**src/rtl/atm_pkg.sv**
```systemverilog
// rtl/atm_pkg.sv - shared types and constants for the ATM session controller
// Contents: session state enum, authenticator action codes, bus widths,
//           the PARK value and a helper telling which states drive the bus.
package atm_pkg;

  localparam int ACC_W = 4;
  localparam int PIN_W = 4;

  localparam logic ACT_FIND = 1'b0;
  localparam logic ACT_AUTH = 1'b1;

  // Idle value on acc_number/pin; forces the authenticator to re-evaluate
  // on every new request, even after deAuth has left its flag undefined.
  localparam logic [3:0] PARK = 4'hF;

  typedef enum logic [2:0] {
    IDLE,
    FIND_REQ,
    FIND_CHK,
    WAIT_PIN,
    AUTH_REQ,
    AUTH_CHK,
    SESSION,
    LOCKED
  } state_t;

  function automatic logic drives_bus(state_t s);
    return (s == FIND_REQ) || (s == FIND_CHK) || (s == AUTH_REQ) || (s == AUTH_CHK);
  endfunction

  function automatic logic is_auth(state_t s);
    return (s == AUTH_REQ) || (s == AUTH_CHK);
  endfunction

endpackage

```
**src/rtl/auth_requester_if.sv**
```systemverilog
// rtl/auth_requester_if.sv - request/response bus to the account authenticator
// Signals:
//   acc_number, pin, action, deAuth : requester -> authenticator
//   wasSuccessful, accIndex         : authenticator -> requester
// Modports: master (requester side), slave (authenticator side).
interface auth_requester_if;

  logic [atm_pkg::ACC_W-1:0] acc_number;
  logic [atm_pkg::PIN_W-1:0] pin;
  logic                      action;
  logic                      deAuth;
  logic                      wasSuccessful;
  logic [3:0]                accIndex;

  modport master (
    output acc_number,
    output pin,
    output action,
    output deAuth,
    input  wasSuccessful,
    input  accIndex
  );

  modport slave (
    input  acc_number,
    input  pin,
    input  action,
    input  deAuth,
    output wasSuccessful,
    output accIndex
  );

endinterface

```
**src/rtl/atm_timer.sv**
```systemverilog
// rtl/atm_timer.sv - loadable/clearable saturating cycle counter with terminal compare
// Ports:
//   clk, rst_n       : clock, asynchronous active-low reset
//   clr              : synchronous clear to zero (highest priority)
//   load, load_val   : synchronous load
//   inc              : count up by one, holding at all-ones
//   term             : terminal value to compare against
//   at_term          : current count equals term
module atm_timer #(
  parameter int W = 16
) (
  input  logic         clk,
  input  logic         rst_n,
  input  logic         clr,
  input  logic         load,
  input  logic [W-1:0] load_val,
  input  logic         inc,
  input  logic [W-1:0] term,
  output logic         at_term
);

  logic [W-1:0] count;

  always_ff @(posedge clk or negedge rst_n) begin
    if (!rst_n) begin
      count <= '0;
    end else if (clr) begin
      count <= '0;
    end else if (load) begin
      count <= load_val;
    end else if (inc && (count != '1)) begin
      count <= count + 1'b1;
    end
  end

  assign at_term = (count == term);

endmodule

```
**src/rtl/auth_requester.sv**
```systemverilog
// rtl/auth_requester.sv - ATM session controller, initiator side of account authentication
// Ports:
//   clk, rst_n            : clock, asynchronous active-low reset
//   card_valid, acc_in    : new card/account entry strobe and value
//   pin_valid, pin_in     : completed PIN entry strobe and value
//   logout, activity      : session end request, session keep-alive
//   auth                  : authenticator bus (master modport)
//   session_active        : high while a session is open
//   session_idx           : authenticator index latched at login
//   auth_fail, timeout    : single-cycle event pulses
//   locked                : high while in lockout
module auth_requester
  import atm_pkg::*;
#(
  parameter int MAX_TRIES   = 3,
  parameter int TIMEOUT_CYC = 1000,
  parameter int LOCK_CYC    = 5000,
  parameter int TIMER_W     = 16
) (
  input  logic             clk,
  input  logic             rst_n,
  input  logic             card_valid,
  input  logic [ACC_W-1:0] acc_in,
  input  logic             pin_valid,
  input  logic [PIN_W-1:0] pin_in,
  input  logic             logout,
  input  logic             activity,
  auth_requester_if.master auth,
  output logic             session_active,
  output logic [3:0]       session_idx,
  output logic             auth_fail,
  output logic             timeout,
  output logic             locked
);

  localparam int TRY_W = $clog2(MAX_TRIES + 1);

  state_t             state_q, state_d;
  logic [ACC_W-1:0]   acc_q, acc_d;
  logic [PIN_W-1:0]   pin_q, pin_d;
  logic [TRY_W-1:0]   tries_q, tries_d, tries_inc;
  logic [3:0]         idx_d;
  logic               fail_d, tmo_d, deauth_d;
  logic               tmr_clr, tmr_inc, tmr_at_term;
  logic [TIMER_W-1:0] tmr_term;

  // One timer serves both idle timeouts and the lockout hold.
  assign tmr_term  = (state_q == LOCKED) ? TIMER_W'(LOCK_CYC - 1) : TIMER_W'(TIMEOUT_CYC - 1);
  assign tries_inc = tries_q + 1'b1;

  atm_timer #(.W(TIMER_W)) u_timer (
    .clk      (clk),
    .rst_n    (rst_n),
    .clr      (tmr_clr),
    .load     (1'b0),
    .load_val ({TIMER_W{1'b0}}),
    .inc      (tmr_inc),
    .term     (tmr_term),
    .at_term  (tmr_at_term)
  );

  always_ff @(posedge clk or negedge rst_n) begin
    if (!rst_n) begin
      state_q <= IDLE;
      acc_q   <= '0;
      pin_q   <= '0;
      tries_q <= '0;
    end else begin
      state_q <= state_d;
      acc_q   <= acc_d;
      pin_q   <= pin_d;
      tries_q <= tries_d;
    end
  end

  always_comb begin
    state_d  = state_q;
    acc_d    = acc_q;
    pin_d    = pin_q;
    tries_d  = tries_q;
    idx_d    = session_idx;
    fail_d   = 1'b0;
    tmo_d    = 1'b0;
    deauth_d = 1'b0;
    tmr_clr  = 1'b0;
    tmr_inc  = 1'b0;
    case (state_q)
      IDLE: begin
        if (card_valid) begin
          acc_d   = acc_in;
          state_d = FIND_REQ;
        end
      end
      FIND_REQ: state_d = FIND_CHK;
      FIND_CHK: begin
        if (auth.wasSuccessful) begin
          state_d = WAIT_PIN;
          tmr_clr = 1'b1;
          tries_d = '0;
        end else begin
          fail_d  = 1'b1;
          state_d = IDLE;
        end
      end
      WAIT_PIN: begin
        tmr_inc = 1'b1;
        if (pin_valid) begin
          pin_d   = pin_in;
          state_d = AUTH_REQ;
        end else if (tmr_at_term) begin
          tmo_d   = 1'b1;
          state_d = IDLE;
        end
      end
      AUTH_REQ: state_d = AUTH_CHK;
      AUTH_CHK: begin
        tmr_clr = 1'b1;
        if (auth.wasSuccessful) begin
          idx_d   = auth.accIndex;
          tries_d = '0;
          state_d = SESSION;
        end else begin
          fail_d  = 1'b1;
          tries_d = tries_inc;
          state_d = (tries_inc == TRY_W'(MAX_TRIES)) ? LOCKED : WAIT_PIN;
        end
      end
      SESSION: begin
        if (logout) begin
          deauth_d = 1'b1;
          state_d  = IDLE;
        end else if (activity) begin
          tmr_clr = 1'b1;
        end else if (tmr_at_term) begin
          deauth_d = 1'b1;
          tmo_d    = 1'b1;
          state_d  = IDLE;
        end else begin
          tmr_inc = 1'b1;
        end
      end
      LOCKED: begin
        if (tmr_at_term) begin
          tries_d = '0;
          state_d = IDLE;
        end else begin
          tmr_inc = 1'b1;
        end
      end
      default: state_d = IDLE;
    endcase
  end

  // Outputs are registered from the next-state view so they line up with
  // the state they describe.
  always_ff @(posedge clk or negedge rst_n) begin
    if (!rst_n) begin
      auth.acc_number <= PARK;
      auth.pin        <= PARK;
      auth.action     <= ACT_FIND;
      auth.deAuth     <= 1'b0;
      session_active  <= 1'b0;
      session_idx     <= '0;
      auth_fail       <= 1'b0;
      timeout         <= 1'b0;
      locked          <= 1'b0;
    end else begin
      auth.acc_number <= drives_bus(state_d) ? acc_d : PARK;
      auth.pin        <= drives_bus(state_d) ? pin_d : PARK;
      auth.action     <= is_auth(state_d) ? ACT_AUTH : ACT_FIND;
      auth.deAuth     <= deauth_d;
      session_active  <= (state_d == SESSION);
      session_idx     <= idx_d;
      auth_fail       <= fail_d;
      timeout         <= tmo_d;
      locked          <= (state_d == LOCKED);
    end
  end

endmodule
```
**src/flat_wrapper.sv**
```systemverilog
// flat-port wrapper written by rule: the top's interface ports become plain ports
module auth_requester_flat import atm_pkg::*;
#(
  parameter int MAX_TRIES   = 3,
  parameter int TIMEOUT_CYC = 1000,
  parameter int LOCK_CYC    = 5000,
  parameter int TIMER_W     = 16
)
  (clk, rst_n, card_valid, acc_in, pin_valid, pin_in, logout, activity, session_active, session_idx, auth_fail, timeout, locked, auth_acc_number, auth_pin, auth_action, auth_deAuth, auth_wasSuccessful, auth_accIndex);
  auth_requester_if auth_i ();
  input  logic clk;
  input  logic rst_n;
  input  logic card_valid;
  input  logic [ACC_W-1:0] acc_in;
  input  logic pin_valid;
  input  logic [PIN_W-1:0] pin_in;
  input  logic logout;
  input  logic activity;
  output logic session_active;
  output logic [3:0] session_idx;
  output logic auth_fail;
  output logic timeout;
  output logic locked;
  output wire logic [$bits(auth_i.acc_number)-1:0] auth_acc_number;
  output wire logic [$bits(auth_i.pin)-1:0] auth_pin;
  output wire logic [$bits(auth_i.action)-1:0] auth_action;
  output wire logic [$bits(auth_i.deAuth)-1:0] auth_deAuth;
  input wire logic [$bits(auth_i.wasSuccessful)-1:0] auth_wasSuccessful;
  input wire logic [$bits(auth_i.accIndex)-1:0] auth_accIndex;
  assign auth_acc_number = auth_i.acc_number;
  assign auth_pin = auth_i.pin;
  assign auth_action = auth_i.action;
  assign auth_deAuth = auth_i.deAuth;
  assign auth_i.wasSuccessful = auth_wasSuccessful;
  assign auth_i.accIndex = auth_accIndex;
  auth_requester #(.MAX_TRIES(MAX_TRIES), .TIMEOUT_CYC(TIMEOUT_CYC), .LOCK_CYC(LOCK_CYC), .TIMER_W(TIMER_W)) u_core (.clk(clk), .rst_n(rst_n), .card_valid(card_valid), .acc_in(acc_in), .pin_valid(pin_valid), .pin_in(pin_in), .logout(logout), .activity(activity), .auth(auth_i), .session_active(session_active), .session_idx(session_idx), .auth_fail(auth_fail), .timeout(timeout), .locked(locked));
endmodule
```
**config.mk**
```make
export PLATFORM = sky130hd
export DESIGN_NAME = auth_requester_flat
export DESIGN_NICKNAME = d
export VERILOG_FILES = /design/src/rtl/atm_pkg.sv /design/src/rtl/auth_requester_if.sv /design/src/rtl/atm_timer.sv /design/src/rtl/auth_requester.sv /design/src/flat_wrapper.sv
export SDC_FILE = /design/constraint.sdc
export NUM_CORES = 1
export LEC_CHECK = 0
export ABC_AREA = 1
export CAP_MARGIN = 10
export CORE_MARGIN = 2
export CORE_UTILIZATION = 35
export DETAILED_ROUTE_END_ITERATION = 16
export PLACE_DENSITY = 0.57
export SETUP_SLACK_MARGIN = 0.02
export SLEW_MARGIN = 20
export SYNTH_ARGS = -nofsm -noshare
export SYNTH_HDL_FRONTEND = slang
export SYNTH_SLANG_ARGS = --single-unit
export TNS_END_PERCENT = 20
```
**constraint.sdc**
```tcl
create_clock -name clk -period 2.2 [get_ports clk]
set_input_delay 0.44 -clock clk [delete_from_list [all_inputs] [get_ports clk]]
set_output_delay 0.44 -clock clk [all_outputs]
set_load 0.02 [all_outputs]
```
After elaboration in Yosys (flattened, before gate mapping)
Index checks and enable logic that the tools add are counted.
W data, S select, Z words.

operators by class
  add/subtract/negate cells = 2
  eq/ne operators = 18
  muxes and demuxes = 40
  reductions and logical operators = 11

operators by type and width
  cell                     number
  $mux W16                 2
  $eq A3 B3 Y1 const B     8
  $mux W4                  6
  $pmux W3 S8              1
  $mux W3                  7
  $add A16 B1 Y16 const B  1
  $eq A16 B16 Y1           1
  $ne A16 B16 Y1 const B   1
  $mux W1                  15
  $mux W13                 1
  $eq A3 B2 Y1 const B     3
  $mux W2                  4
  $eq A3 B1 Y1 const B     2
  $pmux W1 S3              2
  $pmux W2 S3              1
  $logic_or A1 B1 Y1       4
  $logic_not A3 Y1         1
  $reduce_and A3 Y1        1
  $reduce_bool A3 Y1       1
  $add A2 B1 Y2 const B    1
  $eq A2 B2 Y1 const B     1
  $ne A2 B1 Y1 const B     1
  $ne A2 B2 Y1 const B     1
  $pmux W1 S2              1
  other kinds (4)          4

storage, ports and cells
  register bits = 47
  output and inout bits = 18

Logic depth before layout (Yosys ltp)
Gate-level depths: netlist (run 1).

  word-level depth = 12
  gate-level depth with buffers = 12

Hierarchy
From an unflattened synthesis (run 1), not the netlist that was laid out.

unflattened totals
  cell total of the unflattened synthesis = 379
  area, all modules = 2,857.7 um^2

by module, submodules not included
  module          instances  cells each  area each (um^2)  sequential area each (um^2)
  atm_timer       1          224         1,430.1           400.4
  auth_requester  1          155         1,427.6           785.8

Worst setup path after synthesis (run 1)
OpenSTA, ideal clock, no wires.

  path kind = register to register
  from = register u_core.u_timer.count[0]
  to = register u_core.u_timer.count[10]
  library setup time = 0.119 ns
  arrival = 1.635 ns
  required time = 2.081 ns
  path slack = 0.446 ns
  stages on the path, launching flop included = 12
  buffers on the path = 1
  clock period less this slack = 1.754 ns
  cell sequence = dfrtp_1 ha_1 inv_2 nor2_4 nand3_4 nor2_4 nand2_2 nor2_4 nand3_4 buf_2 nand4_1 nand2_1

on the way
  longest elaborated chain between the ends = 7
  elaborated cells on any way between the ends = 11

ends and longest elaborated chain
  what                                 line                                          source
  from (decl)                          atm_timer.sv:22                               logic [W-1:0] count;
  from (signal assigned)               atm_timer.sv:30                               count <= load_val;
  from (signal assigned)               atm_timer.sv:32                               count <= count + 1'b1;
  $eq A16 B16 Y1                       atm_timer.sv:36                               assign at_term = (count == term);
  $mux W1                              auth_requester.sv:134, auth_requester.sv:143
  $mux W1                              auth_requester.sv:132                         end else if (activity) begin
  $mux W1                              auth_requester.sv:129                         if (logout) begin
  $pmux W1 S3                          auth_requester.sv:87                          case (state_q)
  $logic_and A1 B1 Y1                  atm_timer.sv:31                               end else if (inc && (count != '1)) begin
  $reduce_bool A2 Y1 (no source line)  n/a

Several ways; a longest one is shown, not always the timed one. The select of a mux whose other input is x is not followed.
A chain may end at the register's enable or synchronous reset.

Final worst setup path (run 1)
Same ends and word-level chain as after synthesis.

==> results.toml, run 1 <==
[global_route]
grt_pass1_wl_um = 9560
overflow = 0
antenna_found_initial = 0
grt_usage_pct = 15.6
grt_pass1_vias = 2007
grt_max_degree = 31

[routing]
viasPerCell = 4.60
post_drt_wl_per_cell_um = 12.1
drt_pass1_iterations = 5
wl_met3_um = 269
routed-wl-met2_um = 2500
ant_nets = 0
wl_met1_um = 2760
first_iter_violations = 102
maxUsedRoutingLayer = "met4"
finalWirelength_um = 5560
vias = 2116
route.detailed.drc = 0

[logic_synthesis]
ys_seq_elements = 47
synth_top_cells_by_area = "dfrtp_1, nand2_1, dfstp_2, inv_1, xor2_1"
synth_cell_type_count = 30
syn_avg_cell_area_um2 = 8.06
synth_enable_flop_cells = 0
ys_warn_count = 0
synth-seq-area-share_pct = 46.9
synth.most_common_cell = "nand2_1"
synth_common_cells = "nand2_1, inv_1, dfrtp_1"
syn-num-nets = 335
synth_top_area_share_pct = 38.6
synthFlopType = "dfrtp_1"
syn_inst = 314
yosysTopAreaCell = "dfrtp_1"
async_flop_share_pct = 100
syn_area_um2 = 2530

[clock_network]
max-clock-path-buffers = 2
htree_levels = 2
cts_tree = "yes"
cts-root-buf = "clkbuf_8"
hold_buffers = 0
cts_buffers = 5
clk_latency_ns = 0.30
numClockSinks = 47
clk_pin_slew_ns = 0.10

[critical_path]
rrSetupSlack_ns = 0.20
worstSetupStartpointType = "flop"
worstReg2RegEnd = "u_core.u_timer.count[10]"
arrival_ns = 2.20
cp-end-kind = "flop"
crit_type = "flop to flop"
r2r_cells = 11
cp.required_ns = 2.40
r2r-start = "u_core.u_timer.count[0]"
cp_max_fo = 14

[finish]
nets = 381
drive_gt1_share_pct = 13.3
area_growth_pct = 25.7
diodes = 0

[sta]
relSlewSlack_pct = 57.8
period_minus_slack_ns = 2.00
worst_pin_slew_ns = 0.633
setup_tns_ns = 0
hold_viol = 0
rsz0062_at_grt = "yes"
min_period_over_period_pct = 90.8
drv_slew = 0
clock.fmax_ghz = 0.501
finClkSkew_ns = 0.0114
finalSetupViolCount = 0

[die]
fp-row-count = 31
dieArea_um2 = 7930
initial_utilization_pct = 35.5
die_y_um = 89.0
coreArea_um2 = 7140
ios = 37
die_x_um = 89.0

[pwr]
p_leak_uw = 0.00152
swShare_pct = 39.0
p_comb_share_pct = 43.0
switchingPower_uw = 1330
power_frac_clock_pct = 19.0
vdd_drop_max_mv = 0.575
power_density_nw_per_um2 = 1070
power_frac_seq_pct = 38.0
internal-power_uw = 2080
power.total_uw = 3410

[run_status]
status = "finished clean"

[placed_design]
portBuffers = 36
finalWeightedCongestion = 0.846
hpwl_um = 4190

[worst_hold_path]
hold_path_class = "primary input to asynchronous set/reset pin"

[job]
maxCapViolCount = 0
[kinds of logic after synthesis]
logic type / after synthesis / synth area share [%]
adder cells (fa/ha/maj): 2 / 0.988
AND/OR/NAND/NOR: 166 / 31.4
flip-flops: 47 / 46.9
multiplexers: 4 / 1.78
buffers and inverters: 62 / 9.74
AO/OA/AOI/OAI: 19 / 4.40
XOR/XNOR: 14 / 4.84
[repair_timing]
action / in CTS / in global routing
setup endpoints to repair: 0 / 16
resized for setup: 0 / 2
hold endpoints to repair: 0 / 0
buffers inserted: 0 / 0
[power groups by stage]
stage	combinational, uW	sequential, uW	clock (uW)
global route	1680	1330	715
detailed placement	1460	1310	0
finish	1470	1300	648
global placement	1450	1310	0
CTS	1470	1300	676
floorplan	810	1440	0
[area by class of cell]
class	instances	area [um2]
inverters	56	210
flip-flops and latches	47	1190
multi-input cells	205	1110
fillers	743	3960
clock buffers	5	68.8
clock inverters	3	46.3
repair buffers	45	435
well taps	99	124
[routing by layer]
metal / vias to the layer above / GRT usage [%]
li1: 1081 / -
met3: 2 / 3.60
met4: 0 / 4.21
met2: 50 / 23.9
met1: 983 / 22.3
met5: - / 0
[flip-flops by register name, indices dropped and copies added, names as in the netlist]
name                    cells
u_core.acc_q                4
u_core.auth.acc_number      4
u_core.auth.action          1
u_core.auth.deAuth          1
u_core.auth.pin             4
u_core.auth_fail            1
u_core.locked               1
u_core.pin_q                4
u_core.session_active       1
u_core.session_idx          4
u_core.state_q              3
u_core.timeout              1
u_core.tries_q              2
u_core.u_timer.count       16
[cell usage in the layout, fill, tap and decap left out, drive strengths merged, types with 2 or more instances in the layout]
cell type	n
clkbuf	5
nand3	27
a21oi	3
ha	2
nand2	76
o21ai	12
inv	57
mux2	4
clkdlybuf4s50	35
nor3	9
dfstp	8
or2	4
nand4	18
buf	10
dfrtp	39
xor2	14
nor2	31
[metrics by stage]
stage                     instances  hold WS, ns  util [%]  area (um2)  setup WS [ns]
after detailed placement        452        0.475      42.8        3050          0.183
final                           460        0.114      44.6        3180          0.203
after CTS                       460        0.140      44.4        3170          0.161
after global routing            460        0.143      44.6        3180        0.00469
after floorplan                 314        0.144         -        2530          0.446
after global placement          452        0.462      42.8        3050          0.200
[critical path, cell delays in order, from the launching register on]
cell     delay (ns)
dfrtp_1        0.45
ha_2           0.27
inv_2          0.06
nor2_4         0.15
nand3_4        0.11
nor2_4         0.13
nand2_2        0.07
nor2_4         0.09
nand3_4        0.20
buf_4          0.23
nand4_1        0.08
nand2_1        0.06
[how the worst max path moves through the flow]
| stage | startpoint | to | slack, ns | cells past startpoint |
|---|---|---|---|---|
| 3_3_place_gp | u_core.u_timer.count[0] | u_core.u_timer.count[6] | 0.20 | 11 |
| 3_5_place_dp | u_core.u_timer.count[0] | u_core.u_timer.count[14] | 0.18 | 11 |
| 6_report | u_core.u_timer.count[0] | u_core.u_timer.count[10] | 0.20 | 11 |
| 5_1_grt | u_core.u_timer.count[0] | u_core.u_timer.count[10] | 0.005 | 11 |
| 2_1_floorplan | u_core.u_timer.count[0] | u_core.u_timer.count[10] | 0.45 | 11 |
| 4_1_cts | u_core.u_timer.count[0] | u_core.u_timer.count[14] | 0.16 | 11 |
Power figures use the tool's default switching activity.
==> run 2, diff against run 1 <==
==> constraint.sdc (replaced) <==
create_clock -name clk -period 2 [get_ports clk]
set_input_delay 0.4 -clock clk [delete_from_list [all_inputs] [get_ports clk]]
set_output_delay 0.4 -clock clk [all_outputs]
set_load 0.02 [all_outputs]
==> results.toml, run 2 (synthesized netlist as in run 1, its figures left out) <==
[finish]
largest_reg_flops = 16
fin_area_um2 = 3230
layout_common_cells = "nand2_1, inv_1, dfrtp_1"
largest-register = "u_core.u_timer.count"
diodes = 0
nets = 388
drive_gt1_share_pct = 15.8
final_common_cell = "nand2_1"
final_util_pct = 45.3
area_growth_pct = 27.8

[pwr]
p_leak_uw = 0.00156
power.total_uw = 3850
vdd_drop_max_mv = 0.548
power_density_nw_per_um2 = 1190

[critical_path]
cp_max_fo = 1
critical_path.cell_chain = "clkdlybuf4s50_1"
worstSetupStartpointType = "flop"
cp-end-kind = "output port"
arrival_ns = 1.44
slowest_delay_ns = 0.60
cp.required_ns = 1.60
crit_type = "flop to output port"
cpLargestDelayFamily = "buffers and inverters"
cp_slowest_cell = "clkdlybuf4s50_1"
crit_buf_inv = 1
rrSetupSlack_ns = 0.24

[sta]
hold_ws_ns = 0.165
finalSetupViolCount = 0
hold_viol = 0
relSlewSlack_pct = 59.5
rsz0062_at_grt = "yes"
period_minus_slack_ns = 1.84
drv_slew = 0
setup_tns_ns = 0
worst_pin_slew_ns = 0.608
clock.fmax_ghz = 0.545
finClkSkew_ns = 0.0103
min_period_over_period_pct = 91.8

[placed_design]
finalWeightedCongestion = 0.869
placed_cell_area_um2 = 3110
portBuffers = 36
hpwl_um = 4210

[global_route]
overflow = 0
grt_max_degree = 48
grt_pass1_vias = 2119
grt_usage_pct = 15.7
antenna_found_initial = 0
grt_pass1_wl_um = 9650

[clock_network]
clk_pin_slew_ns = 0.10
numClockSinks = 47
cts_tree = "yes"
hold_buffers = 0
clk_latency_ns = 0.31
post_cts_buffers = 0
htree_levels = 2
cts_buffers = 5
cts-root-buf = "clkbuf_8"
max-clock-path-buffers = 2

[routing]
viasPerCell = 4.59
finalWirelength_um = 5660
ant_nets = 0
first_iter_violations = 120
route.detailed.drc = 0
drt_pass1_iterations = 4
vias = 2144
post_drt_wl_per_cell_um = 12.1

[die]
coreArea_um2 = 7140
ios = 37
initial_utilization_pct = 35.5
die_x_um = 89.0
fp-row-count = 31
dieArea_um2 = 7930
die_y_um = 89.0

[worst_hold_path]
hold_path_class = "primary input to asynchronous set/reset pin"

[run_status]
status = "finished clean"

[job]
maxCapViolCount = 0
run 2: changes by cell type in the layout (fill, tap and decap cells not counted):
cell        delta
nor3_1         -1
nor3_2         +1
nand2_4        +1
dfrtp_1        -1
nor2_1         -1
clkinv_4       +1
buf_4          +7
dfrtp_2        +1
nand2_8        -1
clkinvlp_4     -1
nor2_2         +1
run 2: final timing paths:
path	startpoint	endpoint	cells after the start
worst max register to register	u_core.u_timer.count[1]	u_core.u_timer.count[8]	11
max in group asynchronous	rst_n	u_core.state_q[2]	2
min in group clk	u_core.session_idx[2]	u_core.session_idx[2]	1
worst min register to register	u_core.session_idx[2]	u_core.session_idx[2]	1
worst min-delay path	rst_n	u_core.session_idx[0]	2
worst max-delay path	u_core.auth.acc_number[2]	auth_acc_number[2]	1
run 2: metrics by stage:
step           setup slack, ns  std cells
2_1_floorplan            0.246        314
3_3_place_gp             0.166        459
3_5_place_dp             0.152        459
4_1_cts                  0.150        467
5_1_grt                 0.0113        467
6_report                 0.164        467
run 2: final cells by class:
| class | count | area, um2 |
|---|---|---|
| clock inverter | 3 | 47.5 |
| sequential | 47 | 1190 |
| clock buffer | 5 | 68.8 |
| inverter | 56 | 210 |
| multi-input combinational | 205 | 1110 |
| fill | 730 | 3900 |
| timing repair buffer | 52 | 488 |
| tap | 99 | 124 |
run 2: power by group:
group / switching [uW] / internal (uW)
clock: 353 / 379
sequential: 142 / 1270
combinational: 1010 / 694
total: 1500 / 2350
run 2: metal layers:
layer	routed length [um]	part of all wire [%]	up-vias	track usage, %
li1	-	-	1096	-
met1	2690	48	1002	22.4
met2	2600	46	40	23.8
met3	298	5.3	6	3.97
met4	64	1.1	0	4.75
met5	0	0	-	0
run 2: repair_timing:
| action | CTS | global route |
|---|---|---|
| hold endpoints to repair | 0 | 0 |
| gates resized for setup | 0 | 4 |
| setup endpoints to repair | 0 | 21 |
==> run 3, diff against run 2 <==
--- a/config.mk
+++ b/config.mk
@@ -6,6 +6,7 @@
 export NUM_CORES = 1
 export LEC_CHECK = 0
 export ABC_AREA = 1
+export ABC_CLOCK_PERIOD_IN_PS = 1860
 export CAP_MARGIN = 10
 export CORE_MARGIN = 2
 export CORE_UTILIZATION = 35
==> constraint.sdc (replaced) <==
create_clock -name clk -period 1.86 [get_ports clk]
set_input_delay 0.372 -clock clk [delete_from_list [all_inputs] [get_ports clk]]
set_output_delay 0.372 -clock clk [all_outputs]
set_load 0.02 [all_outputs]
==> results.toml, run 3 (synthesized netlist as in run 1, its figures left out) <==
[critical_path]
crit_type = "flop to output port"
critical_path.cell_chain = "clkdlybuf4s50_1"
cp_slowest_cell = "clkdlybuf4s50_1"
cp_max_fo = 1
arrival_ns = 1.43
cp-end-kind = "output port"
crit_buf_inv = 1
cp.required_ns = 1.49
slowest_delay_ns = 0.59
cpLargestDelayFamily = "buffers and inverters"
worstSetupStartpointType = "flop"

[global_route]
antenna_found_initial = 0
grt-busiest-layer = "met2"
grt_usage_pct = 15.3
grt_pass1_vias = 2076
grt_pass1_wl_um = 9520
use_met2_pct = 23.9
overflow = 0
gr-usage-met1_pct = 22.3
grt_max_degree = 31
use_met3_pct = 3.23

[sta]
worst_slack_ns = 0.0590
finClkSkew_ns = 0.00562
hold_viol = 0
min_period_over_period_pct = 96.8
period_minus_slack_ns = 1.80
relSlewSlack_pct = 63.1
clock.fmax_ghz = 0.555
finalSetupViolCount = 0
setup_tns_ns = 0
worst_pin_slew_ns = 0.550
rsz0062_at_grt = "yes"
drv_slew = 0

[worst_hold_path]
hold_path_class = "primary input to asynchronous set/reset pin"

[finish]
nets = 396
stdcell_count = 475
final_common_cell = "nand2_1"
layout_common_cells = "nand2_1, inv_1, dfrtp_1"
largest-register = "u_core.u_timer.count"
area_growth_pct = 31.7
drive_gt1_share_pct = 17.6
largest_reg_flops = 16
diodes = 0

[pwr]
vdd_drop_max_mv = 0.625
power_density_nw_per_um2 = 1260
power_frac_clock_pct = 18.9
power_frac_seq_pct = 36.3
switchingPower_uw = 1660
internal-power_uw = 2550
swShare_pct = 39.4
p_leak_uw = 0.00160
p_comb_share_pct = 44.9

[job]
maxCapViolCount = 0

[clock_network]
cts_tree = "yes"
clk_latency_ns = 0.31
hold_buffers = 0
cts_buffers = 5
htree_levels = 2
clk_pin_slew_ns = 0.10
max-clock-path-buffers = 2
cts-root-buf = "clkbuf_8"
numClockSinks = 47

[run_status]
status = "finished clean"

[die]
dieArea_um2 = 7930
die_x_um = 89.0
initial_utilization_pct = 35.5
fp-row-count = 31
ios = 37
coreArea_um2 = 7140
die_y_um = 89.0

[routing]
first_iter_violations = 95
drt_pass1_iterations = 4
finalWirelength_um = 5820
route.detailed.drc = 0
ant_nets = 0
vias = 2150
viasPerCell = 4.53
post_drt_wl_per_cell_um = 12.3

[placed_design]
portBuffers = 36
pre_cts_slack_ns = 0.0103
hpwl_um = 4210
finalWeightedCongestion = 0.824
dp.cells = 459
[run 3: layer usage]
metal	part of all wire (%)	vias to the layer above	routed length (um)
met3	4.4	6	255
met5	0	-	0
met2	45	42	2640
met1	50	986	2890
li1	-	1116	-
met4	0.64	0	37
[run 3: area by class of cell]
cell class | instances | area [um2]
Clock buffer | 5 | 68.8
Tap cell | 99 | 124
Inverter | 56 | 210
Fill cell | 730 | 3800
Clock inverter | 3 | 47.5
Multi-Input combinational cell | 207 | 1150
Sequential cell | 47 | 1190
Timing Repair Buffer | 58 | 543
[run 3: repair_timing]
action                     4_1_cts  5_1_grt
gates resized for setup          0       10
setup endpoints to repair        0       27
setup buffers                    0        6
[run 3: power groups by stage]
stage / logic (uW) / registers, uW / clock network (uW)
after global placement: 1800 / 1530 / 0
after CTS: 1830 / 1520 / 821
after detailed placement: 1820 / 1530 / 0
after floorplan: 958 / 1700 / 0
final: 1890 / 1520 / 792
after global routing: 2120 / 1560 / 856
[run 3: worst paths after layout]
path                                                 from                       end  slack (ns)  cells after the start
worst min register to register      u_core.session_idx[1]     u_core.session_idx[1]        0.52                      1
worst max register to register    u_core.u_timer.count[1]  u_core.u_timer.count[10]        0.11                     11
max in group asynchronous                           rst_n         u_core.state_q[2]        1.22                      2
worst min-delay path                                rst_n     u_core.session_idx[1]        0.02                      1
min in group clk                    u_core.session_idx[1]     u_core.session_idx[1]        0.52                      1
worst max-delay path            u_core.auth.acc_number[2]        auth_acc_number[2]        0.06                      1
[run 3: stage by stage]
step | power (uW) | hold slack, ns | instance area (um2) | util, %
after floorplan | 2660 | 0.0764 | 2530 | -
after global placement | 3330 | 0.367 | 3110 | 43.5
after detailed placement | 3350 | 0.371 | 3110 | 43.5
after CTS | 4160 | 0.0264 | 3220 | 45.2
after global routing | 4530 | 0.0490 | 3330 | 46.7
final | 4200 | 0.0176 | 3330 | 46.7
